==> src/rtl/sync_fifo_flags.sv <==
// -----------------------------------------------------------------------------
// sync_fifo_flags
//   Single-clock FIFO with registered status flags, occupancy count, read-valid
//   strobe and sticky overflow/underflow error flags.
//
//   Handshake: a write is taken on a rising edge when wr_en is high and the FIFO
//   is not full, or when it is full but a read is taken in the same cycle.
//   A read is taken when rd_en is high and the FIFO is not empty. Requests that
//   are not taken are dropped and latch the matching sticky error flag.
//
//   Optional feature macro: SYNC_FIFO_FWFT_EN
//     defined   : first-word-fall-through, rd_data shows the head word
//                 continuously, rd_valid = ~empty, rd_en pops the head.
//     undefined : registered read, rd_data/rd_valid update one cycle after a
//                 taken read.
//
//   Ports
//     clk, rst_n          clock (rising edge), asynchronous active-low reset
//     wr_en, wr_data      write request and data
//     rd_en               read request (pop acknowledge in FWFT mode)
//     rd_data, rd_valid   read data and its valid strobe
//     full, empty         count == FIFO_DEPTH / count == 0
//     almost_full         count >= AFULL_LVL
//     almost_empty        count <= AEMPTY_LVL
//     fifo_cnt            occupancy 0..FIFO_DEPTH
//     overflow, underflow sticky error flags
//     clr_err             synchronous clear of the error flags
// -----------------------------------------------------------------------------
module sync_fifo_flags #(
  parameter int DATA_WIDTH = 8,
  parameter int FIFO_DEPTH = 16,
  parameter int ADDR_WIDTH = 4,
  parameter int AFULL_LVL  = 12,
  parameter int AEMPTY_LVL = 4
) (
  input  logic                  clk,
  input  logic                  rst_n,
  input  logic                  wr_en,
  input  logic [DATA_WIDTH-1:0] wr_data,
  input  logic                  rd_en,
  output logic [DATA_WIDTH-1:0] rd_data,
  output logic                  rd_valid,
  output logic                  full,
  output logic                  empty,
  output logic                  almost_full,
  output logic                  almost_empty,
  output logic [ADDR_WIDTH:0]   fifo_cnt,
  output logic                  overflow,
  output logic                  underflow,
  input  logic                  clr_err
);

  localparam logic [ADDR_WIDTH-1:0] LAST_PTR = ADDR_WIDTH'(FIFO_DEPTH - 1);
  localparam logic [ADDR_WIDTH:0]   DEPTH_C  = (ADDR_WIDTH + 1)'(FIFO_DEPTH);
  localparam logic [ADDR_WIDTH:0]   AFULL_C  = (ADDR_WIDTH + 1)'(AFULL_LVL);
  localparam logic [ADDR_WIDTH:0]   AEMPTY_C = (ADDR_WIDTH + 1)'(AEMPTY_LVL);

  logic [DATA_WIDTH-1:0] mem_q [FIFO_DEPTH];

  logic [ADDR_WIDTH-1:0] wr_ptr_q, wr_ptr_d;
  logic [ADDR_WIDTH-1:0] rd_ptr_q, rd_ptr_d;
  logic [ADDR_WIDTH:0]   cnt_q, cnt_d;
  logic                  full_q, full_d;
  logic                  empty_q, empty_d;
  logic                  afull_q, afull_d;
  logic                  aempty_q, aempty_d;
  logic                  ovf_q, ovf_d;
  logic                  unf_q, unf_d;
  logic                  wr_acc, rd_acc;

  always_comb begin
    rd_acc   = rd_en & ~empty_q;
    // A full FIFO still takes a write when a read frees a slot in the same cycle.
    wr_acc   = wr_en & (~full_q | rd_acc);
    wr_ptr_d = wr_ptr_q;
    rd_ptr_d = rd_ptr_q;
    cnt_d    = cnt_q;

    if (wr_acc) wr_ptr_d = (wr_ptr_q == LAST_PTR) ? '0 : wr_ptr_q + 1'b1;
    if (rd_acc) rd_ptr_d = (rd_ptr_q == LAST_PTR) ? '0 : rd_ptr_q + 1'b1;

    case ({wr_acc, rd_acc})
      2'b10:   cnt_d = cnt_q + 1'b1;
      2'b01:   cnt_d = cnt_q - 1'b1;
      default: cnt_d = cnt_q;
    endcase

    // Flags come from the next count so they are exact right after the edge.
    full_d   = (cnt_d == DEPTH_C);
    empty_d  = (cnt_d == '0);
    afull_d  = (cnt_d >= AFULL_C);
    aempty_d = (cnt_d <= AEMPTY_C);

    // Set terms are ORed after the clear so a same-cycle set wins.
    ovf_d = (ovf_q & ~clr_err) | (wr_en & full_q & ~rd_acc);
    unf_d = (unf_q & ~clr_err) | (rd_en & empty_q);
  end

  always_ff @(posedge clk or negedge rst_n) begin
    if (!rst_n) begin
      wr_ptr_q <= '0;
      rd_ptr_q <= '0;
      cnt_q    <= '0;
      full_q   <= 1'b0;
      empty_q  <= 1'b1;
      afull_q  <= 1'b0;
      aempty_q <= 1'b1;
      ovf_q    <= 1'b0;
      unf_q    <= 1'b0;
    end else begin
      wr_ptr_q <= wr_ptr_d;
      rd_ptr_q <= rd_ptr_d;
      cnt_q    <= cnt_d;
      full_q   <= full_d;
      empty_q  <= empty_d;
      afull_q  <= afull_d;
      aempty_q <= aempty_d;
      ovf_q    <= ovf_d;
      unf_q    <= unf_d;
    end
  end

  // Storage is deliberately not reset.
  always_ff @(posedge clk) begin
    if (wr_acc) mem_q[wr_ptr_q] <= wr_data;
  end

`ifdef SYNC_FIFO_FWFT_EN
  assign rd_data  = mem_q[rd_ptr_q];
  assign rd_valid = ~empty_q;
`else
  logic [DATA_WIDTH-1:0] rd_data_q;
  logic                  rd_valid_q;

  // The read port samples the old word even when a write hits the same slot.
  always_ff @(posedge clk or negedge rst_n) begin
    if (!rst_n) begin
      rd_data_q  <= '0;
      rd_valid_q <= 1'b0;
    end else begin
      rd_valid_q <= rd_acc;
      if (rd_acc) rd_data_q <= mem_q[rd_ptr_q];
    end
  end

  assign rd_data  = rd_data_q;
  assign rd_valid = rd_valid_q;
`endif

  assign full         = full_q;
  assign empty        = empty_q;
  assign almost_full  = afull_q;
  assign almost_empty = aempty_q;
  assign fifo_cnt     = cnt_q;
  assign overflow     = ovf_q;
  assign underflow    = unf_q;

endmodule

==> config.mk <==
export PLATFORM = sky130hd
export DESIGN_NAME = sync_fifo_flags
export DESIGN_NICKNAME = d
export VERILOG_FILES = /design/src/rtl/sync_fifo_flags.sv
export SDC_FILE = /design/constraint.sdc
export NUM_CORES = 1
export LEC_CHECK = 0
export ABC_AREA = 1
export CORE_MARGIN = 3
export CORE_UTILIZATION = 40
export CTS_BUF_LIST = sky130_fd_sc_hd__clkbuf_4 sky130_fd_sc_hd__clkbuf_8
export CTS_CLUSTER_SIZE = 28
export DETAILED_ROUTE_END_ITERATION = 16
export SETUP_SLACK_MARGIN = 0.5
export SLEW_MARGIN = 15
export SYNTH_ARGS = -nofsm -noshare
export SYNTH_HDL_FRONTEND = slang
export SYNTH_SLANG_ARGS = --single-unit
==> constraint.sdc <==
create_clock -name clk -period 2.8 [get_ports clk]
set_clock_uncertainty 0.15 [all_clocks]
set_input_delay 0.84 -clock clk [delete_from_list [all_inputs] [get_ports clk]]
set_output_delay 0.84 -clock clk [all_outputs]
set_load 0.01 [all_outputs]
==> metrics.csv, run 1 <==
stage,metric,value,unit
setup_path,cp.arrival,2.53,ns
clock_tree,h-tree-depth,4,
finish,num-fill-cells,1412,
die,die_w,133,um
power_and_ir_drop,power.clock.fraction,21.9,%
drt,ant_nets,0,
synthesis,ys_seq_elements,156,
power_and_ir_drop,internal_power,4.62,mW
setup_path,cp_data_required_time,3.04,ns
synthesis,syn_avg_cell_area,11.4,um2
setup_path,cp-end-kind,flip-flop,
power_and_ir_drop,netSwitchingFraction,39.0,%
sta,hold_viol,0,
drt,via_count,4378,
drt,totalWireLength,14900,um
grt,track_usage,17.6,%
grt,antenna_found_initial,0,
setup_path,path_class,reg2reg,
sta,fin_crit,2.29,ns
synthesis,async_flop_share,17.9,%
hold_path,hold_path_class,reg2reg,
sta,setup-violations-final,0,
die,ios,33,
finish,drive_gt1_share,17.1,%
die,initial_core_util,41.7,%
power_and_ir_drop,fin_total_pwr,7.58,mW
synthesis,synth_edf_count,128,
synthesis,yosysWarnings,0,
finish,final_common_cell,edfxtp_1,
sta,grt_setup_unrepaired,true,
status,status,completed,
sta,max_clock_freq,437,MHz
power_and_ir_drop,power.switching,2.95,mW
power_and_ir_drop,leakage,2.88,nW
grt,grt_max_degree,44,
clock_tree,cts_buffers,17,
grt,grt_pass1_wl,23600,um
grt,grt_pass1_vias,4212,
drt,wl_per_cell,17.4,um
synthesis,synthFlopType,edfxtp_1,
sta,fin_tns_setup,0,ns
sta,slew_violations,0,
clock_tree,clkLatencyLatePin,0.47,ns
clock_tree,cts_tree,yes,
synthesis,ys_types,24,
finish,layout_common_cells,"edfxtp_1 (128), nor2_1 (105), nand2_1 (81), o21ai_0 (53), nand3_1 (45)",
sta,maxSlewHeadroom,54.5,%
drt,vias_per_cell,5.09,
finish,layout.cells.non_filler,860,
grt,grt_overflow,0,
clock_tree,clockBufferDepth,2,
drt,drt_first_pass_iters,6,
sta,period_share,81.8,%
clock_tree,clk_pin_slew,0.09,ns
power_and_ir_drop,power_density,982,nW/um2
setup_path,r2r_slack,0.51,ns
setup_path,start_kind,flip-flop,
place,dp_cells,824,
clock_tree,clock_sinks,156,
place,port_buffers,32,
die,die-area,17700,um2
finish,diodes,0,
die,rows,45,
synthesis,seq_area_frac_synth,70.3,%
power_and_ir_drop,seqPwrFrac,41.3,%
synthesis,netlist_instances,567,
finish,final_util,49.9,%
die,die-height,133,um
finish,nets,657,
synthesis,syn_area,6460,um2
finish,area_delta_synth_final,19.4,%
place,dp_hpwl,9140,um
power_and_ir_drop,pwr-share-comb,36.8,%
place,gp_congestion,0.834,
drt,drt_iter0_drc,364,
sta,tightest_slew,0.681,ns
clock_tree,root_buffer,clkbuf_8,
die,core,15500,um2
drt,drc,0,
synthesis,synth_fp_nets,588,
job,maxCapViolCount,0,
power_and_ir_drop,ir_worst_vdd,0.623,mV
setup_path,critical_path_peak_fanout,6,
## path summary, 6_finish.rpt
check,start,end,depth (start not counted)
setup / recovery,empty,full,17
hold / removal,underflow,underflow,2
setup reg to reg,empty,full,17
hold reg to reg,underflow,underflow,2
max in group asynchronous,rst_n,almost_empty,2
min in group asynchronous,rst_n,rd_data[6],2
## power groups by stage
| stage | clock, mW | sequential (mW) | combinational [mW] |
|---|---|---|---|
| finish | 1.66 | 3.13 | 2.79 |
| global route | 1.80 | 3.17 | 3.15 |
| CTS | 1.68 | 3.12 | 2.72 |
| detailed placement | 0 | 3.19 | 2.72 |
| global placement | 0 | 3.18 | 2.69 |
| floorplan | 0 | 3.15 | 1.72 |
## cells in the mapped netlist (8+ instances only)
cell type	instances	share of area, %
nand2_1	93	5.4
buf_2	9	0.70
o211ai_1	17	2.0
inv_1	19	1.1
buf_4	8	0.93
nor2_1	109	6.3
ha_1	8	1.5
o21ai_0	53	4.1
dfrtp_1	26	10
a21oi_1	18	1.4
nand3_1	47	3.6
edfxtp_1	128	59
## metrics by stage
stage / instance area [um2] / worst slack (ns) / hold WS (ns)
2_1_floorplan: 6510 / 0.293 / 0.337
3_3_place_gp: 7250 / -0.368 / 0.354
3_5_place_dp: 7250 / -0.445 / 0.363
4_1_cts: 7650 / 0.510 / 0.379
5_1_grt: 7720 / 0.392 / 0.394
6_report: 7720 / 0.510 / 0.382
## registers in the layout, summed over array words and instances, names as in the netlist, 4 cells and up
register  cells
rd_ptr_q      4
fifo_cnt      5
wr_ptr_q      4
rd_data       8
mem_q       128
## what timing repair did
action	in CTS	in global routing
setup buffers	3	1
pin swaps	4	16
setup endpoints to repair	43	5
hold buffers	0	0
resized for setup	31	24
## per-layer routing
| layer | part of all wire (%) | GRT usage [%] | routed length [um] | vias up |
|---|---|---|---|---|
| met3 | 5.8 | 4.42 | 863 | 18 |
| met4 | 1.5 | 5.37 | 223 | 0 |
| met5 | 0 | 0 | 0 | - |
| met2 | 47 | 26.9 | 6970 | 117 |
| met1 | 46 | 25.1 | 6880 | 2131 |
| li1 | - | - | - | 2112 |
## cell families after synthesis
kind of cell	Yosys count	share of synthesized area, %
flops	156	70.3
buf+inv	49	3.48
fa+ha+maj	8	1.55
simple gates	257	16.2
xor+xnor	3	0.407
compound gates	94	7.99
## critical path, cell delays in order (launching register included)
cell,delay (ns)
dfstp_2,0.57
inv_4,0.05
nand2_8,0.05
buf_6,0.09
inv_4,0.03
ha_4,0.17
nand2_2,0.07
inv_2,0.04
nor2_4,0.10
ha_2,0.17
inv_2,0.04
nand2_4,0.08
nand2_4,0.06
o21ai_4,0.17
nand3_2,0.12
nand2_2,0.08
nand2_2,0.05
nor2_2,0.11
## cell type report
| type | count | area, um2 | share of cell area (%) |
|---|---|---|---|
| clock inverters | 15 | 154 | 1.99 |
| flip-flops and latches | 156 | 4550 | 58.9 |
| repair buffers | 73 | 614 | 7.96 |
| inverters | 26 | 103 | 1.33 |
| well taps | 211 | 264 | 3.42 |
| multi-input cells | 362 | 1800 | 23.3 |
| clock buffers | 17 | 234 | 3.03 |
(Power assumes the default switching activity.)
==> run 2: changes to the inputs <==
==> constraint.sdc (replaced) <==
create_clock -name clk -period 1.9 [get_ports clk]
set_clock_uncertainty 0.15 [all_clocks]
set_input_delay 0.57 -clock clk [delete_from_list [all_inputs] [get_ports clk]]
set_output_delay 0.57 -clock clk [all_outputs]
set_load 0.01 [all_outputs]
==> metrics.csv, run 2 (synthesized netlist as in run 1, its figures left out) <==
stage,metric,value,unit,change
status,status,"finished, violations left",,
status,violations,setup timing,,
die,rows,45,,unchanged
finish,final_util,58.9,%,+9.1 points
finish,design_area,9120,um2,+18%
die,die-height,133,um,unchanged
drt,vias_per_cell,5.28,,+3.7%
setup_path,ff2ff_path_depth,17,,unchanged
job,maxCapViolCount,0,,unchanged
clock_tree,cts_buffers,17,,unchanged
power_and_ir_drop,fin_total_pwr,13.9,mW,+83%
finish,multi_input_area,2380,um2,+32%
setup_path,start_kind,flip-flop,,
sta,fin_tns_setup,-3.14,ns,-3.14 ns
sta,setup-violations-final,91,,+91
finish,max_flop_register,mem_q,,
setup_path,cp-end-kind,flip-flop,,
place,place_area,7700,um2,+6.2%
sta,period_share,118,%,+36 points
clock_tree,clock_sinks,156,,unchanged
power_and_ir_drop,ir_worst_vdd,0.833,mV,+34%
die,ios,33,,unchanged
sta,fin_crit,2.25,ns,-0.0431 ns
grt,grt_pass1_wl,23700,um,+0.17%
power_and_ir_drop,leakage,3.34,nW,+16%
grt,antenna_found_initial,0,,unchanged
finish,area_delta_synth_final,41.1,%,
clock_tree,clk_pin_slew,0.09,ns,about the same
drt,drt_iter0_drc,416,,+14%
clock_tree,root_buffer,clkbuf_8,,
setup_path,cp.arrival,2.46,ns,-0.07 ns
power_and_ir_drop,power.switching,5.42,mW,+83%
finish,drive_gt1_share,40.1,%,+23 points
finish,nets,702,,+6.8%
drt,ant_nets,0,,unchanged
die,initial_core_util,41.7,%,unchanged
sta,maxSlewHeadroom,69.9,%,+15 points
sta,max_clock_freq,445,MHz,+1.9%
grt,grt_pass1_vias,4392,,+4.3%
sta,tightest_slew,0.450,ns,-0.231 ns
finish,num-fill-cells,1219,,-14%
drt,wl_per_cell,18.8,um,+8.2%
setup_path,path_class,reg2reg,,
setup_path,r2r_slack,-0.35,ns,-0.86 ns
sta,grt_setup_unrepaired,true,,
setup_path,cp_data_required_time,2.12,ns,-0.92 ns
hold_path,hold_path_class,in2async,,
place,gp_congestion,0.856,,+2.7%
finish,largest_reg_flops,128,,unchanged
setup_path,critical_path_peak_fanout,3,,-3
die,die_w,133,um,unchanged
clock_tree,h-tree-depth,4,,unchanged
die,core,15500,um2,unchanged
finish,regArea,4550,um2,about the same
die,die-area,17700,um2,unchanged
sta,whs,0.306,ns,-0.0762 ns
place,port_buffers,32,,unchanged
clock_tree,cts_tree,yes,,
finish,diodes,0,,unchanged
grt,track_usage,17.4,%,-0.24 points
grt,grt_max_degree,67,,+52%
sta,worst_slack,-0.346,ns,-0.857 ns
place,dp_hpwl,9390,um,+2.7%
power_and_ir_drop,power_density,1520,nW/um2,+55%
power_and_ir_drop,netSwitchingFraction,39.1,%,+0.14 points
sta,hold_viol,0,,unchanged
drt,drt_first_pass_iters,5,,-1
clock_tree,clkLatencyLatePin,0.47,ns,about the same
power_and_ir_drop,internal_power,8.43,mW,+82%
drt,totalWireLength,17000,um,+14%
grt,grt_overflow,0,,unchanged
drt,via_count,4778,,+9.1%
finish,final_common_cell,edfxtp_1,,
power_and_ir_drop,seqPwrFrac,33.0,%,-8.3 points
sta,slew_violations,0,,unchanged
power_and_ir_drop,power.clock.fraction,18.4,%,-3.5 points
finish,layout_common_cells,"edfxtp_1 (128), nor2_1 (68), nand2_1 (66), buf_4 (41), nand3_1 (28)",,
clock_tree,clockBufferDepth,2,,unchanged
power_and_ir_drop,pwr-share-comb,48.6,%,+12 points
drt,drc,0,,unchanged
## run 2: cell types whose count changed in the layout (fill, tap and decap cells not counted), sizes merged
cell / delta
dlymetal6s2s: +1
bufinv: +1
inv: -5
dlygate4sd2: -19
clkbuf: +10
clkinv: +2
buf: +58
clkinvlp: -2
clkdlybuf4s15: -1
## run 2: stage by stage
stage / instances / worst slack [ns]
after floorplan: 567 / -0.333
after global placement: 833 / -0.904
after detailed placement: 833 / -0.967
after CTS: 882 / -0.326
after global routing: 905 / -0.457
final: 905 / -0.346
## run 2: power by group through the flow
stage          combinational [mW]  sequential [mW]  clock (mW)
2_1_floorplan                2.84             4.65           0
3_3_place_gp                 4.47             4.61           0
3_5_place_dp                 4.54             4.63           0
4_1_cts                      4.92             4.52        2.57
5_1_grt                      7.22             4.62        2.73
6_report                     6.73             4.57        2.55
## run 2: final timing paths
path,startpoint,end
max,empty,almost_full
min,rst_n,rd_data[1]
max reg2reg,empty,almost_full
min reg2reg,underflow,underflow
max in group asynchronous,rst_n,empty
min in group clk,wr_en,overflow
## run 2: critical path, stage by stage, from the launching register on
cell	delay, ns
dfstp_2	0.55
inv_2	0.04
nand2_4	0.06
buf_6	0.10
inv_4	0.03
ha_4	0.17
nand2_2	0.06
inv_2	0.05
nor2_4	0.11
ha_4	0.16
inv_4	0.04
nand2_4	0.07
nand2_4	0.07
o21ai_4	0.15
buf_6	0.11
nand4_1	0.07
nand2_1	0.10
nand2_1	0.05
## run 2: cell type report
cell class              instances  area share [%]
clock buffers                  21            3.03
well taps                     211            2.89
repair buffers                118            15.3
flip-flops and latches        156            49.9
clock inverters                11            1.47
multi-input cells             362            26.1
inverters                      26            1.34
## run 2: what timing repair did
item,4_1_cts,5_1_grt
pin swaps,32,57
hold buffers,0,0
setup endpoints to repair,174,173
setup buffers,17,11
gates resized for setup,123,149
gates cloned,0,12
## run 2: layer usage
metal	part of all wire [%]	track usage, %	up-vias
met1	42	23.3	2343
met3	6.4	3.97	29
met2	49	27.7	190
li1	-	-	2216
met4	2.2	6.97	0
met5	0	0	-
==> run 3: changes to the inputs <==
--- a/config.mk
+++ b/config.mk
@@ -11,6 +11,7 @@
 export CTS_BUF_LIST = sky130_fd_sc_hd__clkbuf_4 sky130_fd_sc_hd__clkbuf_8
 export CTS_CLUSTER_SIZE = 28
 export DETAILED_ROUTE_END_ITERATION = 16
+export RECOVER_POWER = 25
 export SETUP_SLACK_MARGIN = 0.5
 export SLEW_MARGIN = 15
 export SYNTH_ARGS = -nofsm -noshare
==> constraint.sdc (replaced) <==
create_clock -name clk -period 2.7 [get_ports clk]
set_clock_uncertainty 0.15 [all_clocks]
set_input_delay 0.81 -clock clk [delete_from_list [all_inputs] [get_ports clk]]
set_output_delay 0.81 -clock clk [all_outputs]
set_load 0.01 [all_outputs]
==> metrics.csv, run 3 (synthesized netlist as in run 1, its figures left out) <==
stage,metric,value,unit,change
status,status,completed,,
setup_path,path_class,in2reg,,
sta,maxSlewHeadroom,45.4,%,-24 points
power_and_ir_drop,ir_worst_vdd,0.510,mV,-39%
die,die-height,133,um,unchanged
grt,grt_pass1_wl,23600,um,-0.43%
drt,vias_per_cell,5.15,,-2.4%
grt,grt_overflow,0,,unchanged
sta,tightest_slew,0.819,ns,+0.368 ns
drt,via_count,4441,,-7.1%
sta,fin_tns_setup,0,ns,+3.14 ns
power_and_ir_drop,leakage,2.91,nW,-13%
power_and_ir_drop,pwr-share-comb,39.0,%,-9.6 points
clock_tree,h-tree-depth,4,,unchanged
finish,largest_reg_flops,128,,unchanged
setup_path,start_kind,input pin,,
clock_tree,clk_pin_slew,0.08,ns,about the same
finish,num-fill-cells,1364,,+12%
grt,grt_max_degree,67,,unchanged
clock_tree,cts_buffers,17,,unchanged
die,initial_core_util,41.7,%,unchanged
power_and_ir_drop,power.clock.fraction,20.6,%,+2.2 points
clock_tree,cts_hold_buf,0,,unchanged
place,dp_hpwl,8890,um,-5.3%
sta,grt_setup_unrepaired,true,,
die,die_w,133,um,unchanged
finish,multi_input_area,1850,um2,-22%
grt,antenna_found_initial,0,,unchanged
power_and_ir_drop,fin_total_pwr,7.92,mW,-43%
clock_tree,clkLatencyLatePin,0.45,ns,-0.02 ns
clock_tree,clock_sinks,156,,unchanged
sta,period_share,90.5,%,
power_and_ir_drop,internal_power,4.96,mW,-41%
power_and_ir_drop,power.switching,2.96,mW,-45%
finish,max_flop_register,mem_q,,
drt,drc,0,,unchanged
finish,final_common_cell,edfxtp_1,,
finish,diodes,0,,unchanged
finish,final_util,50.3,%,-8.6 points
power_and_ir_drop,seqPwrFrac,40.4,%,+7.4 points
die,die-area,17700,um2,unchanged
clock_tree,cts_tree,yes,,
setup_path,critical_path_peak_fanout,4,,+1
setup_path,cp.arrival,2.68,ns,+0.22 ns
grt,grt_pass1_vias,4312,,-1.8%
sta,fin_crit,2.44,ns,
place,dp_slack,-0.524,ns,+0.443 ns
drt,drt_iter0_drc,486,,+17%
finish,layout_common_cells,"edfxtp_1 (128), nor2_1 (103), nand2_1 (82), o21ai_0 (53), nand3_1 (43)",,
drt,wl_per_cell,17.5,um,-6.9%
sta,worst_slack,0.257,ns,+0.603 ns
die,ios,33,,unchanged
setup_path,cp-end-kind,flip-flop,,
finish,area_delta_synth_final,20.5,%,
setup_path,cp_data_required_time,2.94,ns,+0.82 ns
clock_tree,root_buffer,clkbuf_8,,
grt,track_usage,17.4,%,+0.043 points
sta,max_clock_freq,409,MHz,
job,maxCapViolCount,0,,unchanged
finish,nets,659,,-6.1%
power_and_ir_drop,power_density,1020,nW/um2,-33%
finish,regArea,4550,um2,about the same
sta,slew_violations,0,,unchanged
sta,hold_viol,0,,unchanged
drt,ant_nets,0,,unchanged
die,core,15500,um2,unchanged
hold_path,hold_path_class,reg2reg,,
die,rows,45,,unchanged
place,gp_congestion,0.828,,-3.3%
place,port_buffers,32,,unchanged
power_and_ir_drop,netSwitchingFraction,37.4,%,-1.7 points
finish,drive_gt1_share,17.8,%,-22 points
drt,drt_first_pass_iters,5,,unchanged
sta,setup-violations-final,0,,-100%
drt,totalWireLength,15100,um,-11%
clock_tree,clockBufferDepth,2,,unchanged
## run 3: cell count changes in the layout (fill, tap and decap cells not counted), sizes merged
cell	previous run	this run
clkbuf	27	26
clkdlybuf4s15	0	1
dlygate4sd2	1	19
buf	100	42
clkinv	9	10
clkdlybuf4s25	0	1
dlymetal6s2s	1	0
inv	25	22
clkdlybuf4s50	10	3
bufinv	2	1
dlygate4sd3	0	7
## run 3: layout make-up
type,instances,area share [%]
clock buffer,24,3.92
sequential,156,58.4
inverter,26,1.28
multi-input combinational,362,23.8
timing repair buffer,75,8.35
tap,211,3.39
clock inverter,8,0.851
## run 3: layer usage
| metal | part of all wire, % | vias up | wire length, um | track usage, % |
|---|---|---|---|---|
| met5 | 0 | - | 0 | 0 |
| met4 | 2.6 | 0 | 397 | 7.26 |
| li1 | - | 2108 | - | - |
| met3 | 4.5 | 35 | 681 | 3.63 |
| met2 | 47 | 133 | 7160 | 27.0 |
| met1 | 45 | 2165 | 6840 | 24.1 |
## run 3: worst max-delay path, stage by stage
cell and delay, ns:
clkdlybuf4s25_1 0.37, nand2_8 0.08, buf_6 0.12, inv_4 0.06, ha_4 0.16, nand2_2 0.06
inv_2 0.07, nor2_4 0.05, ha_4 0.15, inv_2 0.06, nand2_4 0.06, inv_1 0.05
nand2_1 0.07, nand3_2 0.07, nand2_2 0.07, nor2_2 0.13, nand3_2 0.12, nor2_2 0.12
## run 3: path summary, 6_finish.rpt
path / startpoint / to / slack, ns / cells past startpoint
setup / recovery: rd_en / full / 0.26 / 18
min in group asynchronous: rst_n / overflow / 0.83 / 2
setup reg to reg: empty / almost_full / 0.40 / 16
hold / removal: rd_ptr_q[3] / rd_ptr_q[3] / 0.38 / 1
max in group asynchronous: rst_n / rd_ptr_q[0] / 1.01 / 2
hold reg to reg: rd_ptr_q[3] / rd_ptr_q[3] / 0.38 / 1
## run 3: through the flow
stage | instance area [um2] | std cells | hold slack [ns]
after floorplan | 6510 | 567 | 0.337
after global placement | 7260 | 822 | 0.357
after detailed placement | 7260 | 822 | 0.368
after CTS | 7710 | 861 | 0.379
after global routing | 7790 | 862 | 0.425
final | 7790 | 862 | 0.376
## run 3: power by group through the flow
| stage | logic [mW] | registers [mW] | clock network [mW] |
|---|---|---|---|
| 2_1_floorplan | 1.78 | 3.27 | 0 |
| 3_3_place_gp | 2.80 | 3.27 | 0 |
| 3_5_place_dp | 2.86 | 3.29 | 0 |
| 4_1_cts | 2.96 | 3.20 | 1.68 |
| 5_1_grt | 3.43 | 3.25 | 1.78 |
| 6_report | 3.09 | 3.20 | 1.63 |
## run 3: what timing repair did
item                                   4_1_cts  5_1_grt
setup endpoints to repair                  149        6
endpoints found under the hold margin        0        0
setup buffers                                7        1
pin swaps                                   11       17
gates resized for setup                     45       19
